<file path="config.mk">
export PLATFORM = sky130hd
export DESIGN_NAME = uart_tx_port
export DESIGN_NICKNAME = d
export VERILOG_FILES = /design/src/rtl/uart_pkg.sv /design/src/rtl/uart_bit_timer.sv /design/src/rtl/uart_tx_port.sv
export SDC_FILE = /design/constraint.sdc
export NUM_CORES = 1
export LEC_CHECK = 0
export ABC_AREA = 1
export BUFFER_PORTS_ARGS = -buffer_cell sky130_fd_sc_hd__buf_2
export CAP_MARGIN = 20
export CORE_ASPECT_RATIO = 1.1
export CORE_UTILIZATION = 50
export DETAILED_ROUTE_END_ITERATION = 8
export GPL_TIMING_DRIVEN = 1
export MAX_ROUTING_LAYER = met4
export PLACE_DENSITY = 0.67
export SETUP_SLACK_MARGIN = 0.15
export SYNTH_ARGS = -nofsm -noshare
export SYNTH_HDL_FRONTEND = slang
export SYNTH_SLANG_ARGS = --single-unit
</file>
<file path="constraint.sdc">
create_clock -name clk -period 2 [get_ports clk]
set_input_delay 0.1 -clock clk [delete_from_list [all_inputs] [get_ports clk]]
set_output_delay 0.1 -clock clk [all_outputs]
set_load 0.01 [all_outputs]
</file>
<file path="src/rtl/uart_pkg.sv">
// Shared UART definitions: frame state encoding, data width and default bit period.
// Used by both the transmit and receive sides of the serial port.
package uart_pkg;

    localparam int unsigned UART_DATA_BITS       = 8;
    localparam int unsigned UART_BIT_IDX_W       = $clog2(UART_DATA_BITS);
    localparam int unsigned UART_CLK_DIV_DEFAULT = 434;  // 50 MHz / 115200 baud

    typedef enum logic [2:0] {
        S_IDLE,
        S_START,
        S_DATA,
        S_PARITY,
        S_STOP
    } uart_state_e;

    // Even parity: the parity bit makes the total count of ones even.
    function automatic logic even_parity(input logic [UART_DATA_BITS-1:0] d);
        return ^d;
    endfunction

endpackage

</file>
<file path="src/rtl/uart_bit_timer.sv">
// Baud counter: counts 0..CLK_DIV-1 and pulses bit_done (registered) during the
// final cycle of each bit period. restart forces the count back to 0.
module uart_bit_timer
    import uart_pkg::*;
#(
    parameter int unsigned CLK_DIV = UART_CLK_DIV_DEFAULT
) (
    input  logic clk,
    input  logic rst,
    input  logic restart,
    output logic bit_done
);

    localparam int unsigned CNT_W = $clog2(CLK_DIV);
    localparam logic [CNT_W-1:0] CNT_MAX = CNT_W'(CLK_DIV - 1);

    logic [CNT_W-1:0] cnt;
    logic [CNT_W-1:0] cnt_d;
    logic             bit_done_d;

    // bit_done is registered by looking at the count about to be loaded.
    always_comb begin
        cnt_d      = cnt;
        bit_done_d = 1'b0;
        if (restart || (cnt == CNT_MAX)) begin
            cnt_d = '0;
        end else begin
            cnt_d = cnt + CNT_W'(1);
        end
        bit_done_d = (cnt_d == CNT_MAX);
    end

    always_ff @(posedge clk or posedge rst) begin
        if (rst) begin
            cnt      <= '0;
            bit_done <= 1'b0;
        end else begin
            cnt      <= cnt_d;
            bit_done <= bit_done_d;
        end
    end

endmodule

</file>
<file path="src/rtl/uart_tx_port.sv">
// UART transmitter with CPU bus write port, holding register and 8-N-1 shifter.
// Define UART_TX_PARITY_EN to insert an even parity bit between D7 and stop.
module uart_tx_port
    import uart_pkg::*;
#(
    parameter int unsigned CLK_DIV = UART_CLK_DIV_DEFAULT
) (
    input  logic                      clk,
    input  logic                      rst,
    input  logic                      wrn,
    input  logic [UART_DATA_BITS-1:0] data_in,
    output logic                      tbre,
    output logic                      tsre,
    output logic                      sdo,
    output logic                      tx_overrun
);

    localparam logic [UART_BIT_IDX_W-1:0] LAST_BIT = UART_BIT_IDX_W'(UART_DATA_BITS - 1);

    uart_state_e               state;
    uart_state_e               state_d;
    logic                      wrn_q;
    logic [UART_DATA_BITS-1:0] thr;
    logic [UART_DATA_BITS-1:0] thr_d;
    logic [UART_DATA_BITS-1:0] shift;
    logic [UART_DATA_BITS-1:0] shift_d;
    logic [UART_BIT_IDX_W-1:0] bit_idx;
    logic [UART_BIT_IDX_W-1:0] bit_idx_d;
    logic                      tbre_d;
    logic                      tsre_d;
    logic                      sdo_d;
    logic                      tx_overrun_d;
    logic                      wr_req;
    logic                      load;
    logic                      restart;
    logic                      bit_done;
`ifdef UART_TX_PARITY_EN
    logic                      par_q;
    logic                      par_d;
`endif

    uart_bit_timer #(
        .CLK_DIV (CLK_DIV)
    ) u_bit_timer (
        .clk      (clk),
        .rst      (rst),
        .restart  (restart),
        .bit_done (bit_done)
    );

    // Next-state and next-output logic for the frame FSM and the bus write port.
    always_comb begin
        state_d      = state;
        thr_d        = thr;
        shift_d      = shift;
        bit_idx_d    = bit_idx;
        tbre_d       = tbre;
        tsre_d       = tsre;
        sdo_d        = sdo;
        tx_overrun_d = 1'b0;
        load         = 1'b0;
        restart      = 1'b0;
        wr_req       = wrn_q & ~wrn;
`ifdef UART_TX_PARITY_EN
        par_d        = par_q;
`endif

        unique case (state)
            S_IDLE: begin
                if (!tbre) begin
                    load = 1'b1;
                end
            end
            S_START: begin
                if (bit_done) begin
                    state_d   = S_DATA;
                    bit_idx_d = '0;
                    sdo_d     = shift[0];
                end
            end
            S_DATA: begin
                if (bit_done) begin
                    shift_d = shift >> 1;
                    if (bit_idx == LAST_BIT) begin
`ifdef UART_TX_PARITY_EN
                        state_d = S_PARITY;
                        sdo_d   = par_q;
`else
                        state_d = S_STOP;
                        sdo_d   = 1'b1;
`endif
                    end else begin
                        bit_idx_d = bit_idx + UART_BIT_IDX_W'(1);
                        sdo_d     = shift_d[0];
                    end
                end
            end
`ifdef UART_TX_PARITY_EN
            S_PARITY: begin
                if (bit_done) begin
                    state_d = S_STOP;
                    sdo_d   = 1'b1;
                end
            end
`endif
            S_STOP: begin
                if (bit_done) begin
                    if (!tbre) begin
                        load = 1'b1;
                    end else begin
                        state_d = S_IDLE;
                        tsre_d  = 1'b1;
                        sdo_d   = 1'b1;
                    end
                end
            end
            default: begin
                state_d = S_IDLE;
                tsre_d  = 1'b1;
                sdo_d   = 1'b1;
            end
        endcase

        // Transfer THR into the shifter and start a new frame.
        if (load) begin
            state_d = S_START;
            shift_d = thr;
            tbre_d  = 1'b1;
            tsre_d  = 1'b0;
            sdo_d   = 1'b0;
`ifdef UART_TX_PARITY_EN
            par_d   = even_parity(thr);
`endif
        end

        // Writes are judged against registered tbre, so a write in a transfer cycle is dropped.
        if (wr_req) begin
            if (tbre) begin
                thr_d  = data_in;
                tbre_d = 1'b0;
            end else begin
                tx_overrun_d = 1'b1;
            end
        end

        restart = (state_d != state) || (state == S_IDLE);
    end

    always_ff @(posedge clk or posedge rst) begin
        if (rst) begin
            state      <= S_IDLE;
            wrn_q      <= 1'b1;
            thr        <= '0;
            shift      <= '0;
            bit_idx    <= '0;
            tbre       <= 1'b1;
            tsre       <= 1'b1;
            sdo        <= 1'b1;
            tx_overrun <= 1'b0;
`ifdef UART_TX_PARITY_EN
            par_q      <= 1'b0;
`endif
        end else begin
            state      <= state_d;
            wrn_q      <= wrn;
            thr        <= thr_d;
            shift      <= shift_d;
            bit_idx    <= bit_idx_d;
            tbre       <= tbre_d;
            tsre       <= tsre_d;
            sdo        <= sdo_d;
            tx_overrun <= tx_overrun_d;
`ifdef UART_TX_PARITY_EN
            par_q      <= par_d;
`endif
        end
    end

endmodule

</file>
-- After elaboration in Yosys (flattened, before gate mapping)
Index checks and enable logic that the tools add are counted.
- memories kept: 0
- bits in read-only memories: 0
- memory bits (writable): 0
- bits in latches: 0
- flip-flop bits (word level): 37
- word-level logic and storage cells: 74
- output and inout port bits: 4
- input port bits: 11
- divide/modulo/power cells: 0
- add/subtract/negate cells: 2
- magnitude comparators: 0
- reduce and logical (&&, ||, !) cells: 12
- bitwise gates (word level): 2
- mux-type cells: 31
- eq/ne operators: 16
- shift operators: 0
- multipliers: 0
- operators with widths (operator ; number):
    2-to-1 mux 3 bit ; 9
    2-to-1 mux 8 bit ; 3
    == test 9 bit (second input constant) ; 2
    2-to-1 mux 1 bit ; 13
    case mux 3 bit (4 select lines) ; 1
    adder 9 x 1 -> 9 bit (second input constant) ; 1
    2-to-1 mux 9 bit ; 1
    != test 3 x 2 -> 1 bit (second input constant) ; 3
    == test 3 bit (second input constant) ; 2
    != test 2 x 1 -> 1 bit (second input constant) ; 3
    case mux 3 bit (2 select lines) ; 1
    nonzero test 2 bit ; 3
    AND reduction 5 bit ; 1
    != test 2 bit (second input constant) ; 2
    case mux 1 bit (2 select lines) ; 2
    case mux 1 bit (4 select lines) ; 1
    AND reduction 2 bit ; 2
    AND reduction 4 bit ; 1
    adder 3 x 1 -> 3 bit (second input constant) ; 1
    == test 3 x 1 -> 1 bit (second input constant) ; 1
    == test 3 x 2 -> 1 bit (second input constant) ; 1
    logical NOT 3 bit ; 1
    != test 3 bit ; 1
    != test 3 bit (second input constant) ; 1
    other kinds (5) ; 6

-- Depth between registers and ports, before layout
Gate-level depths: netlist of the first run.
- word-level depth: 10
- gate-level depth with buffers: 13
- gate-level depth less buffers: 13

-- Cells and area by module
A second synthesis of the first run with hierarchy kept.
- cell total of the unflattened synthesis: 248
- area total of the unflattened synthesis: 1988.2 µm²
- by module, submodules not included (module ; instances ; cells an instance ; area each (µm²) ; seq. area each (µm²)):
    uart_tx_port ; 1 ; 156 ; 1348.8 ; 680.7
    uart_bit_timer ; 1 ; 92 ; 639.4 ; 250.2

-- Least setup slack after synthesis of the first run
No wires, ideal clock.
- path type: register to register
- from: reg bit_idx[0]
- to: reg u_bit_timer.bit_done
- setup time: 0.115 ns
- data required time: 1.885 ns
- cell stages (with the launch flop): 13
- arrival time: 1.430 ns
- setup slack: 0.455 ns
- period minus slack after synthesis: 1.545 ns
- path buffers: 0
- cell sequence: dfrtp_1 ha_1 ha_1 nand2_1 inv_1 nand3_1 inv_1 nor2_1 nand2_1 nor2_2 nand2_1 nand2_1 nor2_1
- cells in the longest elaborated chain, start to end: 10
- RTL lines (what ; line ; RTL):
    start: declaration ; uart_tx_port.sv:27 ; logic [UART_BIT_IDX_W-1:0] bit_idx;
    start signal: assignment ; uart_tx_port.sv:168 ; bit_idx <= bit_idx_d;
    == test 3 bit ; uart_tx_port.sv:84 ; if (bit_idx == LAST_BIT) begin
    2-to-1 mux 3 bit ; uart_tx_port.sv:84 ;
    2-to-1 mux 3 bit ; uart_tx_port.sv:82 ; if (bit_done) begin
    case mux 3 bit (4 select lines) ; uart_tx_port.sv:68 ; unique case (state)
    2-to-1 mux 3 bit ; uart_tx_port.sv:125 ; if (load) begin
    != test 3 bit ; uart_tx_port.sv:146 ; restart = (state_d != state) || (state == S_IDLE);
    logical OR 1 bit ; uart_tx_port.sv:146 ;
    logical OR 1 bit ; uart_bit_timer.sv:25 ; if (restart || (cnt == CNT_MAX)) begin
    2-to-1 mux 9 bit ; uart_bit_timer.sv:25 ;
    == test 9 bit ; uart_bit_timer.sv:30 ; bit_done_d = (cnt_d == CNT_MAX);
    net u_bit_timer.bit_done_d ; uart_bit_timer.sv:19 ; logic bit_done_d;
    end signal: assignment ; uart_bit_timer.sv:39 ; bit_done <= bit_done_d;
    end: declaration ; uart_bit_timer.sv:11 ; output logic bit_done
The timed path passes the listed nets, and every way through them passes these cells.
A chain may end at the register's enable or synchronous reset.

-- Worst setup path in the final report of the first run
- from: reg bit_idx[0]
- to: reg u_bit_timer.cnt[2]
- cells in the longest elaborated chain, start to end: 9
- RTL lines (what ; line ; RTL):
    == test 3 bit ; uart_tx_port.sv:84 ;
    2-to-1 mux 3 bit ; uart_tx_port.sv:84 ;
    2-to-1 mux 3 bit ; uart_tx_port.sv:82 ;
    case mux 3 bit (4 select lines) ; uart_tx_port.sv:68 ;
    2-to-1 mux 3 bit ; uart_tx_port.sv:125 ;
    != test 3 bit ; uart_tx_port.sv:146 ;
    logical OR 1 bit ; uart_tx_port.sv:146 ;
    logical OR 1 bit ; uart_bit_timer.sv:25 ;
    2-to-1 mux 9 bit ; uart_bit_timer.sv:25 ;
    net u_bit_timer.cnt_d[2] ; uart_bit_timer.sv:18 ; logic [CNT_W-1:0] cnt_d;
    end signal: assignment ; uart_bit_timer.sv:38 ; cnt <= cnt_d;
    end: declaration ; uart_bit_timer.sv:17 ; logic [CNT_W-1:0] cnt;
The timed path passes the listed nets, and every way through them passes these cells.

==> metrics.md, run 1 <==
| Metric | Value |
|---|---|
| PD cells | around 1100 nW/µm² |
| Initial cell density of the core | 53.1% |
| Final Hold Vio Count | 0 |
| Clk_lat worst skew | 0.34 ns |
| PostCTS Resize Cnt | 0 |
| Global-route wire length before repair | between 6000 and 7000 µm |
| Core ar. | roughly 3400 µm² |
| Pre-CTS setup slack | 0.324 ns |
| Global Route met3 Usage | 4.19% |
| Busiest grt layer | met2 |
| # Max-Cap Violations | 0 |
| ANT nets after route | 0 |
| Max frequency | 0.588 GHz |
| Syn nets | 231 |
| Worst-margin pin slew | 0.487 ns |
| Hold WC Path Type | in2async |
| Worst r2r path cells | 12 |
| # DRC | 0 |
| H-Tree Level Count | 2 |
| Hold Slack | around 0.4 ns |
| DRT iter0 DRCs | 169 |
| Distinct cells, synth | 26 |
| Vias per Instance | 5.02 |
| Rows | 22 |
| RSZ-0062 raised after global routing | no |
| Worst path slowest cell | dfrtp_1 |
| Fin worst setup slack | around 0.30 ns |
| Max VDD drop | 714 µV |
| Non-filler cells, final | just under 300 |
| Crit path arrival time | about 1.9 ns |
| Worst Path Required | 2.22 ns |
| Warnings, synthesis | 0 |
| RR Startpoint | bit_idx[0]$_DFFE_PP0P_ |
| Synth Cell Area | ~1800 µm² |
| Clk sinks | 37 |
| Crit path from | bit_idx[0]$_DFFE_PP0P_ |
| Run status | completed |
| Most common cell after layout, fill and taps aside | nand2_1 |
| Element type at the critical path start | flop |
| Post-Syn Area per Cell | approximately 8.3 µm² |
| Gr ovfl total | 0 |
| Largest net degree at the start of global routing | 38 |
| CP Class | reg2reg |
| Antenna violations before repair | 0 |
| Max FO, Critical Path | 8 |
| Die Area | 3840 µm² |
| Final setup vio count | 0 |
| Post-DP HPWL | 2380 µm |
| Worst path most repeated cell | nand2_1 |
| Period Utilization, post-route | between 80 and 90% |
| Fin area | between 2000 and 2500 µm² |
| Clock Tree Buf Depth | 2 |
| # diodes | 0 |
| Met2 GRT Util | 34.8% |
| Number of global-route vias before repair | 1471 |
| Post-Syn Instances | roughly 220 |
| Crit end category | flop |
| Placed cell count | about 280 |
| WL per Instance | around 12 µm |
| CTS tree | yes |
| GRT met1 Usage | 26.2% |
| Die Wd | 59.2 µm |
| Placed Area | slightly below 2000 µm² |
| Share of the yosys chip area belonging to registers | 51.8% |
| # IOs | 15 |
| Total GRT Usage | ~22% |
| Final Skew | about 0.011 ns |
| I/O Buffers | 14 |
| Max incr delay on CP | 0.41 ns |
| TritonCTS Buffers | 5 |
| Leak pwr | 1.10 nW |
| Crit-path cells | ha_1 -> ha_1 -> nand2_1 -> inv_1 -> nand3_1 -> nand2_1 -> nand2_1 -> nand2_1 -> nand2_1 -> nor2_2 -> inv_2 -> nor2_1 |
| Layout Nets | ~260 |
| Tmin final | between 1.5 and 2 ns |
| Clk slew on worst S/H paths | 0.11 ns |
| Die height | between 60 and 70 µm |
| CTS Root Cell | clkbuf_4 |
| TritonRoute pass-1 iters | 4 |
| RePlAce Congestion | 0.849 |
| Vias post-DR | roughly 1500 |
| Share of cells above drive strength 1 | 17.3% |
| Yosys reg bits | 37 |
| Synth-to-layout area growth | 17.1% |
| Rel. slew slack | between 60% and 70% |
| Slew Limit Fails | 0 |
| Fin Setup TNS | 0 ns |
| Routed WL | 3490 µm |
| Commonest cells after routing, fill and taps aside | nand2_1, dfrtp_1, inv_1 |
-- state kept, by name, indices dropped and copies added, names as in the netlist --
signal and flops:
tsre 1, tbre 1, state 3, u_bit_timer.cnt 9, sdo 1, u_bit_timer.bit_done 1, tx_overrun 1, thr 8
wrn_q 1, shift 8, bit_idx 3
-- per-layer routing --
| metal | vias up | wire [µm] |
|---|---|---|
| met3 | 7 | 134 |
| met1 | 696 | 1620 |
| met2 | 30 | 1690 |
| li1 | 752 | - |
| met5 | - | 0 |
| met4 | 0 | 42 |
-- worst paths after layout --
| check | slack [ns] | endpoint |
|---|---|---|
| setup / recovery | 0.30 | u_bit_timer.cnt[2]$_DFF_PP0_ |
| hold / removal | 0.39 | shift[4]$_DFFE_PP0P_ |
| setup reg to reg | 0.30 | u_bit_timer.cnt[2]$_DFF_PP0_ |
| hold reg to reg | 0.49 | tsre$_DFFE_PP1P_ |
| max in group asynchronous | 1.27 | wrn_q$_DFF_PP1_ |
| min in group clk | 0.42 | wrn_q$_DFF_PP1_ |
-- metrics by stage --
step                      total power, W  util, %
final                            0.00241     62.2
after global routing             0.00260     62.2
after CTS                        0.00242     62.2
after detailed placement         0.00196     57.2
after global placement           0.00195     57.2
after floorplan                  0.00174        -
-- worst max-delay path: cells and delay by family, from the launching register on --
family	cells	cell delay [ns]
simple gates	8	0.58
fa+ha+maj	2	0.41
flops	1	0.41
buf+inv	2	0.18
-- synth_stat cells (all sizes together) --
master / number / area, µm²
xnor2: 1 / 8.76
o22ai: 2 / 12.5
nor2: 26 / 113
dfstp: 4 / 105
a21oi: 6 / 30.0
o221a: 1 / 11.3
dfrtp: 33 / 826
nand2: 62 / 233
o211ai: 4 / 30.0
nor4: 1 / 6.26
nand3: 12 / 70.1
nor3: 3 / 30.0
buf: 3 / 15.0
o21ai: 13 / 68.8
inv: 31 / 116
nand3b: 2 / 15.0
xor2: 3 / 26.3
nand4: 2 / 12.5
a31oi: 3 / 18.8
ha: 4 / 50.1
-- cell families (layout without fill, tap and decap cells) --
logic type | count (synthesis) | count (layout) | share of synthesized area, %
AOI/OAI and AO/OA | 29 | 29 | 9.53
xor gates and xnor gates | 4 | 4 | 1.95
adders and majority gates | 4 | 4 | 2.78
buffers and inverters | 34 | 66 | 7.31
DFF | 37 | 37 | 51.8
and+or+nand+nor | 108 | 108 | 26.7
-- what timing repair did --
item	CTS	global route
buffers inserted	0	0
endpoints found under the hold margin	42	0
hold buffers	10	0
-- area by class of cell --
cell class              count  area (µm²)
repair buffers             27         193
well taps                  48        60.1
flip-flops and latches     37         931
fillers                   298        1280
multi-input cells         145         736
clock buffers               7        65.1
clock inverters             1        5.00
inverters                  31         116
-- power breakdown --
part	internal (W)	total, W	switching [W]
Clock	0.000204	0.000450	0.000246
Sequential	0.00102	0.00118	0.000159
Combinational	0.000303	0.000782	0.000479
Total	0.00153	0.00241	0.000885
No activity file was read; power rests on OpenSTA's default activity.
==> run 2, diff against run 1 <==
==> constraint.sdc (replaced) <==
create_clock -name clk -period 1.8 [get_ports clk]
set_input_delay 0.09 -clock clk [delete_from_list [all_inputs] [get_ports clk]]
set_output_delay 0.09 -clock clk [all_outputs]
set_load 0.01 [all_outputs]
==> run 2 against run 1 <==
  * Final cell count up 1.0%
  * Critical path depth unchanged
  * Clock-buffer cell count unchanged
  * Die area unchanged
  * Combinational power up 19%
  * Register-to-register slack worse by 0.16 ns
  * Total power up 13%
==> metrics.md, run 2 (synthesized netlist as in run 1, its figures left out) <==
| Metric | Value |
|---|---|
| CTS Root Cell | clkbuf_4 |
| Crit path from | bit_idx[1]$_DFFE_PP0P_ |
| Layout Nets | 265 (+1.1%) |
| Die Wd | 59.2 µm (unchanged) |
| Die height | 64.9 µm (unchanged) |
| Element type at the critical path start | flop |
| Period Utilization, post-route | 92.3% (+7.3 points) |
| Clock Tree Buf Depth | 2 (unchanged) |
| Max VDD drop | 724 µV (+1.4%) |
| Fin Setup TNS | 0 ns (unchanged) |
| Clk_lat worst skew | 0.34 ns (about the same) |
| PD cells | 1230 nW/µm² (+7.4%) |
| RePlAce Congestion | 0.831 (-2.1%) |
| Hold WC Path Type | in2reg |
| Antenna violations before repair | 0 (unchanged) |
| Flop-to-flop setup slack | 0.14 ns (-0.16 ns) |
| CP Class | reg2reg |
| Global-route wire length before repair | 5980 µm (-1.4%) |
| Tmin final | 1.66 ns (-0.0388 ns) |
| Non-filler cells, final | 299 (+1.0%) |
| Core ar. | 3390 µm² (unchanged) |
| Initial cell density of the core | 53.1% (unchanged) |
| Most common cell after layout, fill and taps aside | nand2_1 |
| Post-DP HPWL | 2300 µm (-3.4%) |
| Worst Path Required | 2.07 ns (-0.15 ns) |
| CTS tree | yes |
| Max frequency | 0.602 GHz (+2.3%) |
| Largest net degree at the start of global routing | 38 (unchanged) |
| # Max-Cap Violations | 0 (unchanged) |
| Run status | completed |
| Vias per Instance | 4.90 (-2.3%) |
| Worst r2r path cells | 12 (unchanged) |
| Leak pwr | 1.13 nW (+2.9%) |
| Placed cell count | 279 (+0.36%) |
| WL per Instance | 11.5 µm (-2.5%) |
| Routed WL | 3440 µm (-1.5%) |
| Crit path arrival time | 1.93 ns (about the same) |
| TritonCTS Buffers | 5 (unchanged) |
| Final setup vio count | 0 (unchanged) |
| Clk sinks | 37 (unchanged) |
| Worst path slowest cell | dfrtp_1 |
| # DRC | 0 (unchanged) |
| Total GRT Usage | 21.8% (-0.34 points) |
| Tot Pwr | 0.00272 W (+13%) |
| # IOs | 15 (unchanged) |
| Final Hold Vio Count | 0 (unchanged) |
| Commonest cells after routing, fill and taps aside | nand2_1, dfrtp_1, inv_1 |
| Max FFs per register | 9 (unchanged) |
| Max incr delay on CP | 0.43 ns (+0.02 ns) |
| RSZ-0062 raised after global routing | yes |
| I/O Buffers | 14 (unchanged) |
| Rows | 22 (unchanged) |
| CP endpoint | u_bit_timer.bit_done$_DFF_PP0_ |
| Clk slew on worst S/H paths | 0.11 ns (about the same) |
| Fill count | 296 (-0.67%) |
| Share of cells above drive strength 1 | 22.3% (+5.0 points) |
| Gr ovfl total | 0 (unchanged) |
| ANT nets after route | 0 (unchanged) |
| Largest regs | u_bit_timer.cnt x9, shift x8, thr x8 |
| Final Skew | 0.00813 ns (-0.00240 ns) |
| Max FO, Critical Path | 3 (-5) |
| Crit end category | flop |
| # diodes | 0 (unchanged) |
| TritonRoute pass-1 iters | 4 (unchanged) |
| Slew Limit Fails | 0 (unchanged) |
| H-Tree Level Count | 2 (unchanged) |
| DRT iter0 DRCs | 122 (-28%) |
| Vias post-DR | 1466 (-1.3%) |
| Hold Slack | 0.409 ns (+0.0175 ns) |
| Reg with most FFs | u_bit_timer.cnt |
| R2R Path End | u_bit_timer.bit_done$_DFF_PP0_ |
| Number of global-route vias before repair | 1354 (-8.0%) |
| Rel. slew slack | 69.9% (+2.3 points) |
| Worst-margin pin slew | 0.452 ns (-0.0347 ns) |
| Die Area | 3840 µm² (unchanged) |
| Crit-path cells | ha_4 -> ha_4 -> nand2_4 -> inv_2 -> nand3_2 -> inv_1 -> nor2_1 -> nand2_1 -> nor2_4 -> buf_6 -> nand4_1 -> nor2_1 |
| Hold Crit Start | wrn |
| Synth-to-layout area growth | 22.8% |
| RR Startpoint | bit_idx[1]$_DFFE_PP0P_ |
| Final core utilization | 65.2% (+3.0 points) |
-- run 2: cell types whose count changed in the layout (fill, tap and decap cells not counted), sizes merged --
cell and delta:
buf +3
-- run 2: how the worst min path moves through the flow --
stage / slack (ns) / cells past startpoint / end
after floorplan: 0.09 / 0 / wrn_q$_DFF_PP1_
after global placement: 0.21 / 1 / wrn_q$_DFF_PP1_
after detailed placement: 0.21 / 1 / wrn_q$_DFF_PP1_
after CTS: 0.37 / 2 / wrn_q$_DFF_PP1_
after global routing: 0.37 / 2 / wrn_q$_DFF_PP1_
final: 0.41 / 2 / wrn_q$_DFF_PP1_
-- run 2: per-stage QoR --
step                instance area [µm²]  worst slack [ns]
finish                             2210             0.139
global route                       2210            0.0123
CTS                                2160             0.144
detailed placement                 1940             0.136
global placement                   1940             0.210
floorplan                          1800             0.255
-- run 2: where the power goes --
group,switching (W),internal (W)
registers,0.000165,0.00114
logic,0.000553,0.000377
clock network,0.000261,0.000226
total,0.000979,0.00174
-- run 2: per-layer routing --
layer  up-vias  track usage, %  share of wire [%]
met2        22            31.5                 46
met4         0            8.63               0.52
li1        760               -                  -
met3         2            6.19                2.9
met1       682            29.0                 50
met5         -               -                  0
-- run 2: area by class of cell --
class	count	area [µm²]	area share [%]
clock buffers	7	65.1	2.95
flip-flops and latches	37	931	42.2
multi-input cells	145	810	36.7
repair buffers	30	219	9.92
inverters	31	119	5.38
well taps	48	60.1	2.72
clock inverters	1	5.00	0.227
-- run 2: worst max-delay path: cells and delay by family (launching register included) --
| kind | cells | cell delay, ns |
|---|---|---|
| fa+ha+maj | 2 | 0.34 |
| buf+inv | 3 | 0.18 |
| flops | 1 | 0.43 |
| simple gates | 7 | 0.63 |
-- run 2: what timing repair did --
| action | CTS | global route |
|---|---|---|
| setup endpoints to repair | 1 | 17 |
| hold buffers | 10 | 0 |
| setup buffers | 2 | 0 |
| resized for setup | 8 | 10 |
| endpoints found under the hold margin | 42 | 0 |
| pin swaps | 5 | 6 |
